`src/rtl/prbs_stream_gen.sv`:
```
// rtl/prbs_stream_gen.sv - PRBS beat source from a Fibonacci LFSR, counted or continuous bursts on a valid/ready stream.
// Optional build macro PRBS_STREAM_ERR_INJECT_EN adds err_inject, which flips bit 0 of the next loaded beat.
module prbs_stream_gen #(
    parameter int DataBits = 32,
    parameter int LfsrBits = 17,
    parameter logic [LfsrBits-1:0] TapMask = 17'h00009,
    parameter logic [LfsrBits-1:0] LfsrSeed = 17'h15555,
    parameter int LenBits = 16
) (
    input  logic                clk,
    input  logic                rst,
    input  logic [LfsrBits-1:0] seed,
    input  logic                init,
    input  logic                start,
    input  logic [LenBits-1:0]  burst_len,
    input  logic                stop,
`ifdef PRBS_STREAM_ERR_INJECT_EN
    input  logic                err_inject,
`endif
    output logic                out_valid,
    input  logic                out_ready,
    output logic [DataBits-1:0] out_data,
    output logic                out_last,
    output logic                busy,
    output logic                done,
    output logic [LenBits-1:0]  beat_count
);

    localparam int StreamBits = DataBits + LfsrBits;

    typedef enum logic {IDLE, RUN} state_t;

    // Unrolls the sequence far enough to yield one beat plus the following LFSR window.
    function automatic logic [StreamBits-1:0] gen_stream(input logic [LfsrBits-1:0] r);
        logic [StreamBits-1:0] s;
        logic b;
        s = '0;
        s[LfsrBits-1:0] = r;
        for (int i = LfsrBits; i < StreamBits; i++) begin
            b = 1'b0;
            for (int k = 0; k < LfsrBits; k++) begin
                if (TapMask[k]) b = b ^ s[i-LfsrBits+k];
            end
            s[i] = b;
        end
        return s;
    endfunction

    state_t                state, state_n;
    logic [LfsrBits-1:0]   lfsr_reg, lfsr_n;
    logic [LenBits-1:0]    len_reg, len_n;
    logic [LenBits-1:0]    count_n;
    logic [DataBits-1:0]   data_n;
    logic                  valid_n, last_n, busy_n, done_n;
    logic                  stop_pend, stop_n;
    logic                  load;
    logic [StreamBits-1:0] stream;
    logic [DataBits-1:0]   beat;

    assign stream = gen_stream(lfsr_reg);

`ifdef PRBS_STREAM_ERR_INJECT_EN
    logic armed, armed_n;
    always_comb begin
        armed_n = armed;
        if (load) armed_n = 1'b0;
        if (err_inject) armed_n = 1'b1;
        beat = stream[DataBits-1:0] ^ DataBits'(armed);
    end
`else
    assign beat = stream[DataBits-1:0];
`endif

    always_comb begin
        state_n = state;
        lfsr_n  = lfsr_reg;
        len_n   = len_reg;
        count_n = beat_count;
        data_n  = out_data;
        valid_n = out_valid;
        last_n  = out_last;
        busy_n  = busy;
        done_n  = 1'b0;
        stop_n  = stop_pend;
        load    = 1'b0;
        case (state)
            IDLE: begin
                if (init) begin
                    lfsr_n = (seed == '0) ? LfsrSeed : seed;
                end else if (start) begin
                    len_n   = burst_len;
                    count_n = '0;
                    load    = 1'b1;
                    last_n  = (burst_len == LenBits'(1));
                    stop_n  = 1'b0;
                    valid_n = 1'b1;
                    busy_n  = 1'b1;
                    state_n = RUN;
                end
            end
            RUN: begin
                if (stop) stop_n = 1'b1;
                if (out_valid && out_ready) begin
                    count_n = beat_count + 1'b1;
                    // A stop seen on the accepting cycle ends the run on that same accept.
                    if (out_last || stop_pend || stop) begin
                        valid_n = 1'b0;
                        last_n  = 1'b0;
                        busy_n  = 1'b0;
                        done_n  = 1'b1;
                        stop_n  = 1'b0;
                        state_n = IDLE;
                    end else begin
                        load   = 1'b1;
                        last_n = (len_reg != '0) && (count_n == len_reg - 1'b1);
                    end
                end
            end
            default: state_n = IDLE;
        endcase
        if (load) begin
            data_n = beat;
            lfsr_n = stream[StreamBits-1:DataBits];
        end
    end

    always_ff @(posedge clk or posedge rst) begin
        if (rst) begin
            state      <= IDLE;
            lfsr_reg   <= LfsrSeed;
            len_reg    <= '0;
            beat_count <= '0;
            out_data   <= '0;
            out_valid  <= 1'b0;
            out_last   <= 1'b0;
            busy       <= 1'b0;
            done       <= 1'b0;
            stop_pend  <= 1'b0;
`ifdef PRBS_STREAM_ERR_INJECT_EN
            armed      <= 1'b0;
`endif
        end else begin
            state      <= state_n;
            lfsr_reg   <= lfsr_n;
            len_reg    <= len_n;
            beat_count <= count_n;
            out_data   <= data_n;
            out_valid  <= valid_n;
            out_last   <= last_n;
            busy       <= busy_n;
            done       <= done_n;
            stop_pend  <= stop_n;
`ifdef PRBS_STREAM_ERR_INJECT_EN
            armed      <= armed_n;
`endif
        end
    end

endmodule

```
`config.mk`:
```
export PLATFORM = sky130hd
export DESIGN_NAME = prbs_stream_gen
export DESIGN_NICKNAME = d
export VERILOG_FILES = /design/src/rtl/prbs_stream_gen.sv
export SDC_FILE = /design/constraint.sdc
export NUM_CORES = 1
export LEC_CHECK = 0
export CAP_MARGIN = 15
export CORE_MARGIN = 4
export CORE_UTILIZATION = 56
export DETAILED_ROUTE_END_ITERATION = 10
export PLACE_DENSITY = 0.86
export SYNTH_ARGS = -nofsm -noshare
export SYNTH_HDL_FRONTEND = slang
export SYNTH_SLANG_ARGS = --single-unit
```
`constraint.sdc`:
```
create_clock -name clk -period 5.1 [get_ports clk]
set_input_delay 1.02 -clock clk [delete_from_list [all_inputs] [get_ports clk]]
set_output_delay 1.02 -clock clk [all_outputs]
set_load 0.02 [all_outputs]
```
# ---- After elaboration in Yosys (flattened, before gate mapping)
# Cells that the tools add are included.
dict set report classes {
  n_eq_ne 7
  bitwise_logic 34
  n_reduce_logical 12
  n_addsub 2
  muxes 34
}
# op n
set op_table {}
lappend op_table {{2-to-1 mux 17 bit} 4}
lappend op_table {{2-to-1 mux 16 bit} 3}
lappend op_table {{case mux 16 bit (2 select lines)} 1}
lappend op_table {{XOR 1 bit} 32}
lappend op_table {{2-to-1 mux 1 bit} 21}
lappend op_table {{logical NOT 17 bit} 1}
lappend op_table {{adder 16 x 1 -> 16 bit, second input constant} 1}
lappend op_table {{== test 16 x 1 -> 1 bit, second input constant} 1}
lappend op_table {{== test 16 bit} 1}
lappend op_table {{nonzero test 16 bit} 1}
lappend op_table {{subtractor 16 x 1 -> 16 bit, second input constant} 1}
lappend op_table {{case mux 1 bit (2 select lines)} 5}
lappend op_table {{inequality test 2 x 1 -> 1 bit, second input constant} 3}
lappend op_table {{AND reduction 3 bit} 2}
lappend op_table {{inequality test 2 bit, second input constant} 2}
lappend op_table {{AND reduction 2 bit} 2}
lappend op_table {{AND reduction 4 bit} 1}
lappend op_table {{logical AND 1 bit} 2}
lappend op_table {{logical OR 1 bit} 2}
lappend op_table {{NOT 1 bit} 2}
lappend op_table {{nonzero test 2 bit} 1}
dict set report word_totals {
  out_inout_bits 52
  wordCells 98
  ff_bits 86
  in_bits 39
}

# ---- Logic depth before layout (Yosys ltp)
dict set report depth {
  word_depth 7
  mapped_depth 9
  ltp_nobuf 8
}

# ---- Worst setup path before layout
# OpenSTA, ideal clock, no wires.
dict set report synth_path {
  path_type {reg-to-reg}
  from {register beat_count[0]}
  to {register out_last}
  t_arrival_ps 2283
  required_ps 4976
  path_slack_ps 2693
  period_less_slack_ps 2407
  path_stages_with_launch 9
  path_cell_list {dfrtp_1 ha_1 nand3_1 or4_4 and3b_1 a211o_1 and3_1 o2111ai_2 o21ai_1}
}
dict set report synth_between {
  elab_chain_cells 6
}
# item line_no
set synth_rtl {}
lappend synth_rtl {{start: declaration} 26} ;# output logic [LenBits-1:0] beat_count
lappend synth_rtl {{start signal: assignment} 146} ;# beat_count <= count_n;
lappend synth_rtl {{adder 16 x 1 -> 16 bit} 104} ;# count_n = beat_count + 1'b1;
lappend synth_rtl {{== test 16 bit} 115} ;# last_n = (len_reg != '0) && (count_n == len_reg - 1'b1);
lappend synth_rtl {{logical AND 1 bit} 115}
lappend synth_rtl {{2-to-1 mux 1 bit} 106} ;# if (out_last || stop_pend || stop) begin
lappend synth_rtl {{2-to-1 mux 1 bit} 103} ;# if (out_valid && out_ready) begin
lappend synth_rtl {{case mux 1 bit (2 select lines)} 86} ;# case (state)
lappend synth_rtl {{end signal: assignment} 149} ;# out_last <= last_n;
lappend synth_rtl {{end: declaration} 23} ;# output logic out_last,
# Every way passes these cells. The select of a mux whose other input is x is not followed.
# A chain may end at the register's enable or synchronous reset.

# ---- Worst setup path after layout
dict set report layout_path {
  from {input out_ready}
  to {register lfsr_reg[12]}
}
dict set report layout_between {
  elab_chain_cells 5
  word_cells_on_any_way 7
  classes_between {eq/ne (1); mux (3); reduce/logical (3)}
}
# item line_no
set layout_rtl {}
lappend layout_rtl {{start: declaration} 21} ;# input logic out_ready,
lappend layout_rtl {{logical AND 1 bit *} 103}
lappend layout_rtl {{2-to-1 mux 1 bit *} 103}
lappend layout_rtl {{case mux 1 bit (2 select lines) *} 86}
lappend layout_rtl {{inequality test 2 x 1 -> 1 bit (no line) or nonzero test 2 bit (tied branches)} --}
lappend layout_rtl {{AND reduction 2 bit (no line)} --}
lappend layout_rtl {{end signal: assignment} 130} ;# lfsr_reg <= LfsrSeed;
lappend layout_rtl {{end signal: assignment} 144} ;# lfsr_reg <= lfsr_n;
lappend layout_rtl {{end: declaration} 50} ;# logic [LfsrBits-1:0] lfsr_reg, lfsr_n;
# Every way passes the cells marked *; elsewhere a longest branch is shown, timed or not.

==> results by group <==
Run status
  – Status: finished clean

Critical path
  – Critical Path AT: approximately 3.5 ns
  – Critical path launch point type: input port
  – CP peak stage delay: 0.92 ns
  – Crit path from: out_ready
  – Crit path max-delay cell type: a21oi_4
  – Worst EP required: ~5.4 ns
  – Element type at the critical path end: register
  – Critical Path Fanout Max: 48
  – Crit path kind: input port to register
  – Critical R2R Launch: state
  – CP Cell Sequence: clkdlybuf4s50_1 > and3_1 > a21oi_4 > buf_4 > o221ai_1 > o21ai_0

STA
  – # setup viols final: 0
  – Final min period: between 3 and 4 ns
  – Max Clk Rate: about 310 MHz
  – Worst-Margin Slew: 1.16 ns
  – RSZ-0062 raised after global routing: false
  – Clock Skews: ~0.012 ns
  – Pins over their slew limit: 0
  – Fin crit share: around 63%
  – Final Hold Fails: 0
  – TNS Setup: 0 ns
  – Worst rel slew slack: 22.1%

Placement
  – DP Area: between 5000 and 6000 um^2
  – Final GP Congestion: 0.874
  – Hpwl dp: 8320 um
  – I/O Buffers: 90

Finish
  – Area growth, synth to finish: 24.9%
  – Layout cell share with drive strength beyond 1: approximately a tenth
  – NumNets Final: 603
  – Most common cell after layout, fill and taps aside: clkdlybuf4s50_1
  – Final non-filler cell area: roughly 5800 um^2
  – Commonest non-fill, non-tap cells in the layout: clkdlybuf4s50_1 (90), nand2_1 (88), dfrtp_1 (77)
  – Number of flip-flops under the largest register name: 32
  – FILL cells: ~560
  – Diodes inserted: 0

Yosys
  – Synth Area in Adders: 0.813%
  – Synth Area in Simple Gates: 19.1%
  – Synth async-reset ratio: 100%
  – Yosys warns: 0
  – Unique masters post-synth: just under 50
  – Cells after Synth: around 490
  – Number of synthesized register bits: 86
  – Top_reg_cell synth: dfrtp_1
  – EDFF count, synth: 0
  – Mapped Area: roughly 4600 um^2
  – Mux cell area share after synthesis: ~5.4%
  – Synth Area in XOR/XNOR: 13.7%
  – Register area share after synthesis: 46.8%
  – Post-synthesis area per instance: about 9.4 um^2
  – Net count after synthesis: roughly 530
  – Largest family of logic cells by synthesized area: simple AND/OR/NAND/NOR gates
  – Compound-cell area share of the yosys netlist: between 10% and 20%

CTS
  – CTS Hold Bufs: 0
  – Worst-Skew Late Latency: between 0.3 and 0.4 ns
  – Post-CTS setup buffers: 0
  – CTS max path bufs: 2
  – CTS Root Cell: clkbuf_8
  – Clock-pin slew on the worst setup and hold paths: ~0.10 ns
  – # clock sinks: 86
  – Post-CTS resize count: 0
  – Clock buffer count from CTS: 9
  – CTS tree: done
  – H-tree levels: 3

Power
  – Leak: 2.35 nW
  – VDD IR max: approximately 360 uV
  – Power per cell area: slightly above 600 nW/um^2

Floorplan
  – Die outline height: approximately 99 um
  – Starting Density: between 50% and 60%
  – Die area: around 10000 um^2
  – Ports: 91
  – Row Count: 32
  – CORE AREA: a little under 8000 um^2
  – Chip width: between 90 and 100 um

GRT
  – Largest net degree at the start of global routing: slightly below 50
  – Vias in the first global route: roughly 3800
  – Number of antenna violations at the first check in global routing: 0
  – Gr ovfl total: 0
  – First-pass GRT wire length: about 19000 um
  – Total Routing Usage GR: a little under a quarter

Flow run
  – Max_cap viols: 0

Min path
  – Hold Crit Class: register to register
  – Hold Crit Start: out_data[6]

Detailed routing
  – Vias: roughly 3900
  – Wirelength per Cell: between 15 and 20 um
  – Drc violations: 0
  – Detailed Route WL: between 10000 and 15000 um
  – Initial drt markers: ~340
  – Final ANT Viol Nets: 0
  – Initial DRT Pass Iterations: 5
  – Vias per cell: ~5.8
==> synthesized netlist by cell type (all sizes together), types with 2 or more instances <==
master	count	share of area, %
a211o	2	0.38
a21o	2	0.32
a21oi	20	2.2
and3	9	1.2
buf	11	1.1
clkbuf	23	1.9
dfrtp	77	42
dfstp	9	5.1
ha	3	0.81
inv	7	0.57
mux2	15	3.7
mux2i	8	1.7
nand2	88	7.2
nand2b	3	0.41
nand3	7	0.98
nand4	6	0.81
nor2	34	2.9
nor3	13	1.4
nor4	10	1.7
o21ai	42	4.6
o221ai	7	1.3
o22ai	3	0.41
o31ai	3	0.49
or3	2	0.27
or4	4	0.81
xnor2	50	9.6
xor2	19	3.6
==> worst paths after layout <==
kind                       slack, ns  cells after the start        endpoint
max                             1.91                      6    lfsr_reg[12]
max in group asynchronous       2.97                      3    lfsr_reg[12]
max reg2reg                     2.50                      5    lfsr_reg[12]
min                             0.48                      2     out_data[6]
min in group asynchronous       1.12                      2  beat_count[15]
min reg2reg                     0.48                      2     out_data[6]
==> cell type report <==
| type | instances | area [um^2] | area share (%) |
|---|---|---|---|
| clock inverters | 6 | 92.6 | 1.60 |
| flip-flops and latches | 86 | 2160 | 37.5 |
| inverters | 7 | 27.5 | 0.477 |
| well taps | 102 | 128 | 2.21 |
| clock buffers | 10 | 128 | 2.21 |
| multi-input cells | 364 | 2310 | 40.0 |
| repair buffers | 93 | 923 | 16.0 |
==> metrics by stage <==
| stage | setup WS (ns) | total power [mW] | hold WS, ns | utilization (%) | instances |
|---|---|---|---|---|---|
| after global routing | 1.75 | 3.72 | 0.497 | 73.2 | 668 |
| after detailed placement | 1.59 | 2.96 | 0.457 | 70.4 | 652 |
| after global placement | 1.66 | 2.90 | 0.454 | 70.4 | 652 |
| final | 1.91 | 3.51 | 0.476 | 73.2 | 668 |
| after floorplan | 1.87 | 2.41 | 0.500 | - | 491 |
| after CTS | 1.94 | 3.51 | 0.477 | 73.2 | 668 |
==> cell families (layout without fill, tap and decap cells) <==
group | after synthesis | in the layout
AND/OR/NAND/NOR | 184 | 184
AO/OA/AOI/OAI | 84 | 84
buffers and inverters | 41 | 116
XOR/XNOR | 70 | 70
flip-flops | 86 | 86
adder cells (fa/ha/maj) | 3 | 3
multiplexers | 23 | 23
==> report_power, final <==
group	total (mW)	internal, mW	switching (mW)
Clock	0.539	0.280	0.259
Sequential	1.36	0.993	0.370
Combinational	1.60	0.797	0.805
==> critical path, delay by kind of cell <==
kind / cells / cell delay [ns]
AOI/OAI and AO/OA: 3 / 1.21
buffers and inverters: 2 / 0.82
and+or+nand+nor: 1 / 0.40
==> per-layer routing <==
metal | vias to the layer above | track usage, % | wire length [um]
met5 | - | 0 | 0
met4 | 0 | 7.67 | 230
met3 | 21 | 3.54 | 747
met2 | 170 | 37.4 | 5530
met1 | 1868 | 34.5 | 5030
li1 | 1819 | - | -
Note: power is estimated with default switching activity, not from simulation.
